<file path="src/rtl/systolic_mm_array.sv">
// systolic_mm_array: N x N output-stationary systolic matrix multiply (BOOL/WRAP/SAT/TROP)
//   clk        rising-edge clock
//   rst_n      asynchronous active-low reset
//   mode       op select latched on accepted start: 0 BOOL, 1 WRAP, 2 SAT, 3 TROP
//   start      begin an operation (IDLE only)
//   in_valid   a_in/b_in beat valid (FEED only)
//   in_ready   high while in FEED
//   a_in       column k of A, element i at [i*W +: W]
//   b_in       row k of B, element j at [j*W +: W]
//   out_valid  c_out valid (READ)
//   c_out      result element, row-major
//   busy       state != IDLE
//   done       one-cycle pulse after the last readout beat
//   ovf        sticky wrap/clamp flag when SYSTOLIC_OVF_FLAG_EN is defined, else 0
module systolic_mm_array #(
    parameter int N     = 4,
    parameter int W     = 4,
    parameter int ACC_W = 10
) (
    input  logic               clk,
    input  logic               rst_n,
    input  logic [1:0]         mode,
    input  logic               start,
    input  logic               in_valid,
    output logic               in_ready,
    input  logic [N*W-1:0]     a_in,
    input  logic [N*W-1:0]     b_in,
    output logic               out_valid,
    output logic [ACC_W-1:0]   c_out,
    output logic               busy,
    output logic               done,
    output logic               ovf
);
    localparam int CW = $clog2(N*N);
    typedef enum logic [1:0] {IDLE, FEED, DRAIN, READ} state_t;
    state_t          state_q;
    logic [CW-1:0]   cnt_q;
    logic [1:0]      mode_q;
    logic            done_q;
    logic            go;
    logic            beat;
    assign go   = state_q == IDLE && start;
    assign beat = state_q == FEED && in_valid;
    // cnt_q counts accepted beats in FEED, drain cycles in DRAIN and the readout index in READ
    always_ff @(posedge clk or negedge rst_n) begin
        if (!rst_n) begin
            state_q <= IDLE;
            cnt_q   <= '0;
            mode_q  <= '0;
            done_q  <= 1'b0;
        end else begin
            done_q <= 1'b0;
            case (state_q)
                IDLE: if (start) begin
                    state_q <= FEED;
                    cnt_q   <= '0;
                    mode_q  <= mode;
                end
                FEED: if (in_valid) begin
                    cnt_q   <= cnt_q == CW'(N-1) ? '0 : cnt_q + 1'b1;
                    state_q <= cnt_q == CW'(N-1) ? DRAIN : FEED;
                end
                DRAIN: begin
                    cnt_q   <= cnt_q == CW'(2*N-2) ? '0 : cnt_q + 1'b1;
                    state_q <= cnt_q == CW'(2*N-2) ? READ : DRAIN;
                end
                READ: begin
                    cnt_q   <= cnt_q == CW'(N*N-1) ? '0 : cnt_q + 1'b1;
                    state_q <= cnt_q == CW'(N*N-1) ? IDLE : READ;
                    done_q  <= cnt_q == CW'(N*N-1);
                end
            endcase
        end
    end
    // Skew word {a_valid, a, b_valid, b}: row i of A and column i of B share the same i-cycle delay
    logic [2*W+1:0] sk [N];
    for (genvar i = 0; i < N; i++) begin : g_skew
        logic [2*W+1:0] x;
        assign x = {beat, a_in[i*W +: W], beat, b_in[i*W +: W]};
        if (i == 0) begin : g_direct
            assign sk[0] = x;
        end else begin : g_dly
            logic [2*W+1:0] d_q [i];
            always_ff @(posedge clk or negedge rst_n) begin
                if (!rst_n) begin
                    for (int s = 0; s < i; s++) d_q[s] <= '0;
                end else begin
                    d_q[0] <= x;
                    for (int s = 1; s < i; s++) d_q[s] <= d_q[s-1];
                end
            end
            assign sk[i] = d_q[i-1];
        end
    end
    // ar/br carry {valid, operand} between neighbouring cells; edge cells have no outgoing register
    logic [W:0]       ar  [N][N-1];
    logic [W:0]       br  [N-1][N];
    logic [ACC_W-1:0] acc [N*N];
`ifdef SYSTOLIC_OVF_FLAG_EN
    logic [N*N-1:0]   ov;
`endif
    for (genvar i = 0; i < N; i++) begin : g_row
        for (genvar j = 0; j < N; j++) begin : g_col
            logic [W:0]       ax;
            logic [W:0]       bx;
            logic             en;
            logic [2*W-1:0]   p;
            logic [ACC_W:0]   s;
            logic [W:0]       t;
            logic [ACC_W-1:0] tz;
            logic [ACC_W-1:0] acc_d;
            logic [ACC_W-1:0] acc_q;
            if (j == 0) begin : g_ain
                assign ax = sk[i][2*W+1:W+1];
            end else begin : g_anb
                assign ax = ar[i][j-1];
            end
            if (i == 0) begin : g_bin
                assign bx = sk[j][W:0];
            end else begin : g_bnb
                assign bx = br[i-1][j];
            end
            assign en = ax[W] & bx[W];
            assign p  = {{W{1'b0}}, ax[W-1:0]} * {{W{1'b0}}, bx[W-1:0]};
            // One extra bit exposes the carry used for both wrap detection and saturation
            assign s  = {1'b0, acc_q} + {{(ACC_W+1-2*W){1'b0}}, p};
            assign t  = {1'b0, ax[W-1:0]} + {1'b0, bx[W-1:0]};
            assign tz = {{(ACC_W-W-1){1'b0}}, t};
            assign acc_d = mode_q == 2'd0 ? {{(ACC_W-1){1'b0}}, acc_q[0] | (|(ax[W-1:0] & bx[W-1:0]))} :
                           mode_q == 2'd1 ? s[ACC_W-1:0] :
                           mode_q == 2'd2 ? (s[ACC_W] ? {ACC_W{1'b1}} : s[ACC_W-1:0]) :
                           (tz < acc_q ? tz : acc_q);
            always_ff @(posedge clk or negedge rst_n) begin
                if (!rst_n) acc_q <= '0;
                else if (go) acc_q <= mode == 2'd3 ? {ACC_W{1'b1}} : '0;
                else if (en) acc_q <= acc_d;
            end
            assign acc[i*N+j] = acc_q;
            if (j < N-1) begin : g_ar
                logic [W:0] ar_q;
                always_ff @(posedge clk or negedge rst_n) begin
                    if (!rst_n) ar_q <= '0;
                    else ar_q <= ax;
                end
                assign ar[i][j] = ar_q;
            end
            if (i < N-1) begin : g_br
                logic [W:0] br_q;
                always_ff @(posedge clk or negedge rst_n) begin
                    if (!rst_n) br_q <= '0;
                    else br_q <= bx;
                end
                assign br[i][j] = br_q;
            end
`ifdef SYSTOLIC_OVF_FLAG_EN
            assign ov[i*N+j] = en & s[ACC_W] & (mode_q == 2'd1 || mode_q == 2'd2);
`endif
        end
    end
`ifdef SYSTOLIC_OVF_FLAG_EN
    logic ovf_q;
    always_ff @(posedge clk or negedge rst_n) begin
        if (!rst_n) ovf_q <= 1'b0;
        else if (go) ovf_q <= 1'b0;
        else if (|ov) ovf_q <= 1'b1;
    end
    assign ovf = ovf_q;
`else
    assign ovf = 1'b0;
`endif
    always_comb begin
        c_out = '0;
        for (int e = 0; e < N*N; e++)
            if (state_q == READ && cnt_q == CW'(e)) c_out = acc[e];
    end
    assign in_ready  = state_q == FEED;
    assign out_valid = state_q == READ;
    assign busy      = state_q != IDLE;
    assign done      = done_q;
endmodule
</file>
<file path="config.mk">
export PLATFORM = sky130hd
export DESIGN_NAME = systolic_mm_array
export DESIGN_NICKNAME = d
export VERILOG_FILES = /design/src/rtl/systolic_mm_array.sv
export SDC_FILE = /design/constraint.sdc
export NUM_CORES = 2
export LEC_CHECK = 0
export ABC_AREA = 1
export CAP_MARGIN = 20
export CORE_MARGIN = 2
export CORE_UTILIZATION = 41
export CTS_CLUSTER_DIAMETER = 60
export DETAILED_ROUTE_END_ITERATION = 10
export PLACE_DENSITY = 0.62
export SLEW_MARGIN = 30
export SYNTH_ARGS = -nofsm -noshare
export SYNTH_HDL_FRONTEND = slang
export SYNTH_SLANG_ARGS = --single-unit
</file>
<file path="constraint.sdc">
create_clock -name clk -period 5.5 [get_ports clk]
set_clock_uncertainty 0.05 [all_clocks]
set_input_delay 0.825 -clock clk [delete_from_list [all_inputs] [get_ports clk]]
set_output_delay 0.825 -clock clk [all_outputs]
set_load 0.02 [all_outputs]
</file>
# After elaboration in Yosys (flattened, before gate mapping)
# Cells that the tools add are included.
totals:
  ff_bits: 349
  wordCells: 415
  in_bits: 38
op_classes:
  n_mul: 16
  addsub: 33
  eq_ne: 23
  muxes: 142
  magnitude_cmp: 16
  bitwise_logic: 47
  n_reduce_logical: 88
op_table:
  columns: ["operator", "count"]
  rows:
  - ["$mux 10", 129]
  - ["$add 10x8->11", 16]
  - ["$lt 5x10->1", 16]
  - ["$mul 4x4->8", 16]
  - ["$add 4x4->5", 16]
  - ["$reduce_bool 5->1", 16]
  - ["$and 4x4->4", 16]
  - ["$reduce_or 4->1", 16]
  - ["$reduce_and 2->1", 18]
  - ["$reduce_bool 2->1", 17]
  - ["$eq 4x4->1 const B", 8]
  - ["$mux 4", 5]
  - ["$logic_and 1x1->1", 18]
  - ["$eq 4x3->1 const B", 4]
  - ["$or 1x1->1", 16]
  - ["$pmux 4 s4", 1]
  - ["$and 1x1->1", 15]
  - ["$eq 2x2->1 const B", 4]
  - ["$eq 4x2->1 const B", 2]
  - ["$mux 2", 4]
  - ["$pmux 2 s4", 1]
  - ["$add 4x1->4 const B", 1]
  - ["$eq 2x1->1 const B", 2]
  - ["$eq 4x1->1 const B", 1]
  - ["4 further kinds", 7]

# Logic depth before layout (Yosys ltp)
logic_depth:
  ltp_word: 18
  depth_mapped: 22

# Worst setup path after synthesis
# Ideal clock, no wire load.
synth_path:
  kind: "input port to flip-flop"
  startpoint: "input a_in[2]"
  endpoint: "register g_row[0].g_col[0].acc_q[9]"
  path_buffers: 0
  t_arrival_ns: 3.853
  path_stages: 19
  t_required_ns: 5.363
  setup_slack_ns: 1.509
  path_cell_list: "ha_1 -> fa_1 -> ha_1 -> inv_1 -> fa_1 -> inv_1 -> ha_1 -> a21oi_1 -> nand2_1 -> nand2_1 -> nand2_1 -> a21oi_1 -> inv_1 -> a21oi_1 -> o21ai_0 -> xor2_1 -> nand2_1 -> nand2_1 -> a22oi_1"
synth_via:
  elab_chain_len: 8
  elab_cells_between_ends: 12
synth_lines:
  columns: ["item", "line", "rtl"]
  rows:
  - ["start: declaration", "26", "input logic [N*W-1:0] a_in,"]
  - ["$mul 4x4->8", "124", "assign p = {{W{1'b0}}, ax[W-1:0]} * {{W{1'b0}}, bx[W-1:0]};"]
  - ["$add 10x8->11", "126", "assign s = {1'b0, acc_q} + {{(ACC_W+1-2*W){1'b0}}, p};"]
  - ["$mux 10 (2 in series)", "131", "mode_q == 2'd2 ? (s[ACC_W] ? {ACC_W{1'b1}} : s[ACC_W-1:0]) :"]
  - ["$mux 10", "130", "mode_q == 2'd1 ? s[ACC_W-1:0] :"]
  - ["$mux 10", "129", "assign acc_d = mode_q == 2'd0 ? {{(ACC_W-1){1'b0}}, acc_q[0] | (|(ax[W-1:0] & bx[W-1:0]))} :"]
  - ["$mux 10", "136", "else if (en) acc_q <= acc_d;"]
  - ["$mux 10", "135", "else if (go) acc_q <= mode == 2'd3 ? {ACC_W{1'b1}} : '0;"]
  - ["end signal: assignment", "135", null]
  - ["end: declaration", "112", "logic [ACC_W-1:0] acc_q;"]
# Several ways; a longest one is shown, not always the timed one. The select of a mux whose other input is x is not followed.
# A chain may end at the register's enable or synchronous reset.

# Final worst setup path
layout_path:
  startpoint: "register cnt_q[1]"
  endpoint: "output c_out[6]"
layout_via:
  elab_chain_len: 18
  elab_cells_between_ends: 48
layout_lines:
  columns: ["item", "line", "rtl"]
  rows:
  - ["start: declaration", "37", "logic [CW-1:0] cnt_q;"]
  - ["start signal: assignment", "60", "cnt_q <= cnt_q == CW'(N-1) ? '0 : cnt_q + 1'b1;"]
  - ["start signal: assignment", "64", "cnt_q <= cnt_q == CW'(2*N-2) ? '0 : cnt_q + 1'b1;"]
  - ["start signal: assignment", "68", "cnt_q <= cnt_q == CW'(N*N-1) ? '0 : cnt_q + 1'b1;"]
  - ["$logic_not 4->1", "174", "if (state_q == READ && cnt_q == CW'(e)) c_out = acc[e];"]
  - ["$logic_and 1x1->1", "174", null]
  - ["$mux 10 (15 in series)", "174", null]
  - ["$mux 10 (*)", "174", null]
  - ["end: declaration", "29", "output logic [ACC_W-1:0] c_out,"]
# Every way passes the cells marked *; elsewhere a longest branch is shown, timed or not.

==> impl_metrics.yaml <==
grt:
  busiest_layer: "met2"
  grt_pass1_vias: 24400
  use_met2_pct: 38.2
  grt_use_total_pct: 23.0
  grt_max_degree: 107
  grt_pass1_wl_um: 135000
  antenna_found_initial: 0
  overflow: 0
  use_met1_pct: 31.3
  grt.met3_usage_pct: 3.02
synthesis:
  ys_warn_count: 0
  syn_area_per_cell_um2: 8.12
  syn-cell-area_um2: 29600
  netlist_instances: 3645
  synthArstFlopShare_pct: 100
  ys_types: 50
  yosysTopAreaCellShare_pct: 27.0
  yosysMostFrequentCell: "nand2_1"
  ys_top_cells_by_count: "777 x nand2_1, 738 x inv_1, 423 x ha_1"
  synth_area_leader_cell: "dfrtp_1"
  syn_nets: 4266
  ys_ff_latch: 319
  ys_seq_area_share_pct: 27.0
  ys.flop_type: "dfrtp_1"
  ys_top_cells_by_area: "dfrtp_1 27%, ha_1 18%, fa_1 11%"
  synth-edff-count: 0
critical_path:
  cp_slowest_stage_delay_ns: 0.59
  crit_top_cell: "nand2_1"
  cp-start-kind: "flop"
  critPathMaxFanout: 19
  r2r-start: "g_row[2].g_col[1].g_ar.ar_q[0]"
  rrSetupSlack_ns: 1.01
  cp_cell_sequence: "inv_1 > ha_1 > nand3_2 > inv_2 > nand2_1 > o21ai_0 > nand3b_1 > nand2_1 > nand2_1 > nand2_1 > nand3_1 > nand2_1 > nand2_1 > nand2_1 > nand2_1 > nand2_1 > nand2_1 > nand2_1 > nand2_1 > clkdlybuf4s50_1"
  reg2reg_depth: 17
  r2r_end: "g_row[2].g_col[2].acc_q[2]"
  worstPathArrival_ns: 4.12
  cpMaxStageDelayCell: "clkdlybuf4s50_1"
  required_ns: 4.62
  crit_type: "flop to output pin"
  endpoint_kind: "output pin"
place:
  hpwlAfterDp_um: 64700
  place_congestion: 0.928
  numPortBuffers: 51
  post_dp_cell_area_um2: 31300
clocking:
  cts_tree: "built"
  cts.sinks: 319
  cts_made_buffers: 46
  clk_latency_ns: 0.58
  cts_buffer_depth: 3
  post_cts_buffers: 0
  cts_root_buf: "clkbuf_16"
  htree_levels: 2
  cts-resized-gates: 0
  clk_pin_slew_ns: 0.06
  ctsHoldBuffers: 0
timing:
  worstMarginPinSlew_ns: 0.961
  finalHoldViolCount: 0
  drv_slew: 0
  rsz0062_at_grt: "false"
  holdWs_ns: 0.160
  slew_headroom_pct: 35.9
  fmax_ghz: 0.200
  setup-tns-final_ns: 0
  setup_viol: 0
  fin_crit_ns: 4.99
  fin_crit_sh_pct: 90.8
floorplanning:
  rows: 98
  num_io_pins: 53
  core-area_um2: 71500
  dieArea_um2: 74400
  start_util_pct: 41.4
  die_w_um: 273
  die_h_um: 273
layout:
  finalNetCount: 4327
  n_antenna_cell: 0
  final_util_pct: 46.0
  area_delta_synth_final_pct: 11.1
  drive_above_1_share_pct: 4.19
  design_area_um2: 32900
detailed_routing:
  remaining_drc_errors: 0
  finalWirelength_um: 83900
  ant_nets: 0
  dr_total_vias: 24700
  vias_per_cell: 5.26
  avgRoutedWirePerCell_um: 17.9
  dr.pass1.iters: 6
  drt_iter0_drc: 1848
worst_hold_path:
  hold_class: "input pin to asynchronous set/reset pin"
pwr:
  power.leakage_uw: 0.0178
  power_uw: 17900
  power_density_nw_per_um2: 544
  vdd_drop_max_mv: 0.275
run:
  max-cap-violations: 0
run_status:
  status: "complete, no violations"
power by group:
group	leakage [uW]	total, uW	internal [uW]	switching, uW
Clock	0.000755	3100	1910	1200
Sequential	0.00376	3780	3080	696
Combinational	0.0133	11000	4110	6900
Total	0.0178	17900	9100	8790
sequential cells by signal, indices dropped and copies added (netlist names):
| register | flops |
|---|---|
| g_row.g_col.g_br.br_q | 51 |
| g_skew.g_dly.d_q | 34 |
| g_row.g_col.ax | 8 |
| g_row.g_col.g_ar.ar_q | 48 |
| g_row.g_col.acc_q | 160 |
| g_row.g_col.bx | 9 |
| state_q | 2 |
| done | 1 |
| cnt_q | 4 |
| mode_q | 2 |
cell usage in the layout (no fill, tap or decap), types with 6 or more instances in the layout:
cell type	count
clkdlybuf4s50_1	50
clkbuf_16	49
nand3_1	127
o221ai_1	39
nand3b_1	6
inv_2	9
nand2_1	777
nor4_1	6
fa_1	160
xnor2_1	23
nand4_1	26
o21a_1	50
clkbuf_1	9
nor2_2	9
clkinvlp_4	8
o211ai_1	29
o21ai_1	7
nor2_1	115
o31ai_1	12
o41ai_1	8
inv_1	738
dfrtp_1	319
buf_4	24
ha_1	422
a21o_1	17
a211oi_1	10
or2_2	11
xor2_1	91
clkinv_2	6
nor3_1	40
o22ai_1	7
a21oi_1	179
a22oi_1	142
o21ai_0	161
nor2_4	8
how the worst max path moves through the flow:
| stage | startpoint | end |
|---|---|---|
| 2_1_floorplan | a_in[2] | g_row[0].g_col[0].acc_q[9] |
| 3_3_place_gp | a_in[1] | g_row[0].g_col[0].acc_q[1] |
| 3_5_place_dp | a_in[1] | g_row[0].g_col[0].acc_q[1] |
| 4_1_cts | cnt_q[1] | c_out[4] |
| 5_1_grt | cnt_q[1] | c_out[6] |
| 6_report | cnt_q[1] | c_out[6] |
per-layer routing:
metal	wire length, um	share of wire (%)	vias to the layer above
met4	2350	2.8	0
met3	4790	5.7	139
met1	37700	45	11900
li1	-	-	12000
met5	0	0	-
met2	39000	46	635
kinds of logic after synthesis:
| group | after synthesis | synth area share, % |
|---|---|---|
| flops | 319 | 27.0 |
| xor+xnor | 114 | 3.37 |
| compound gates | 680 | 14.5 |
| other cells | 1 | 0.0127 |
| fa+ha+maj | 583 | 28.7 |
| simple gates | 1132 | 15.9 |
| buf+inv | 816 | 10.6 |
critical path: cells and delay by family (launching register included):
| kind | cells | cell delay (ns) |
|---|---|---|
| compound gates | 1 | 0.21 |
| fa+ha+maj | 1 | 0.20 |
| buf+inv | 3 | 0.90 |
| simple gates | 15 | 1.79 |
| flops | 1 | 0.41 |
per-stage QoR:
stage	std cells	setup WS, ns
final	4693	0.507
after detailed placement	4608	0.575
after global placement	4607	0.603
after CTS	4693	0.546
after global routing	4693	0.225
after floorplan	3645	1.51
final cells by class:
type | instances | area, um^2
inverter | 749 | 2810
fill | 7183 | 38600
sequential | 319 | 7980
clock buffer | 61 | 1300
timing repair buffer | 80 | 796
multi-input combinational | 2510 | 18500
tap | 950 | 1190
clock inverter | 24 | 287
Power figures use the tool's default switching activity.
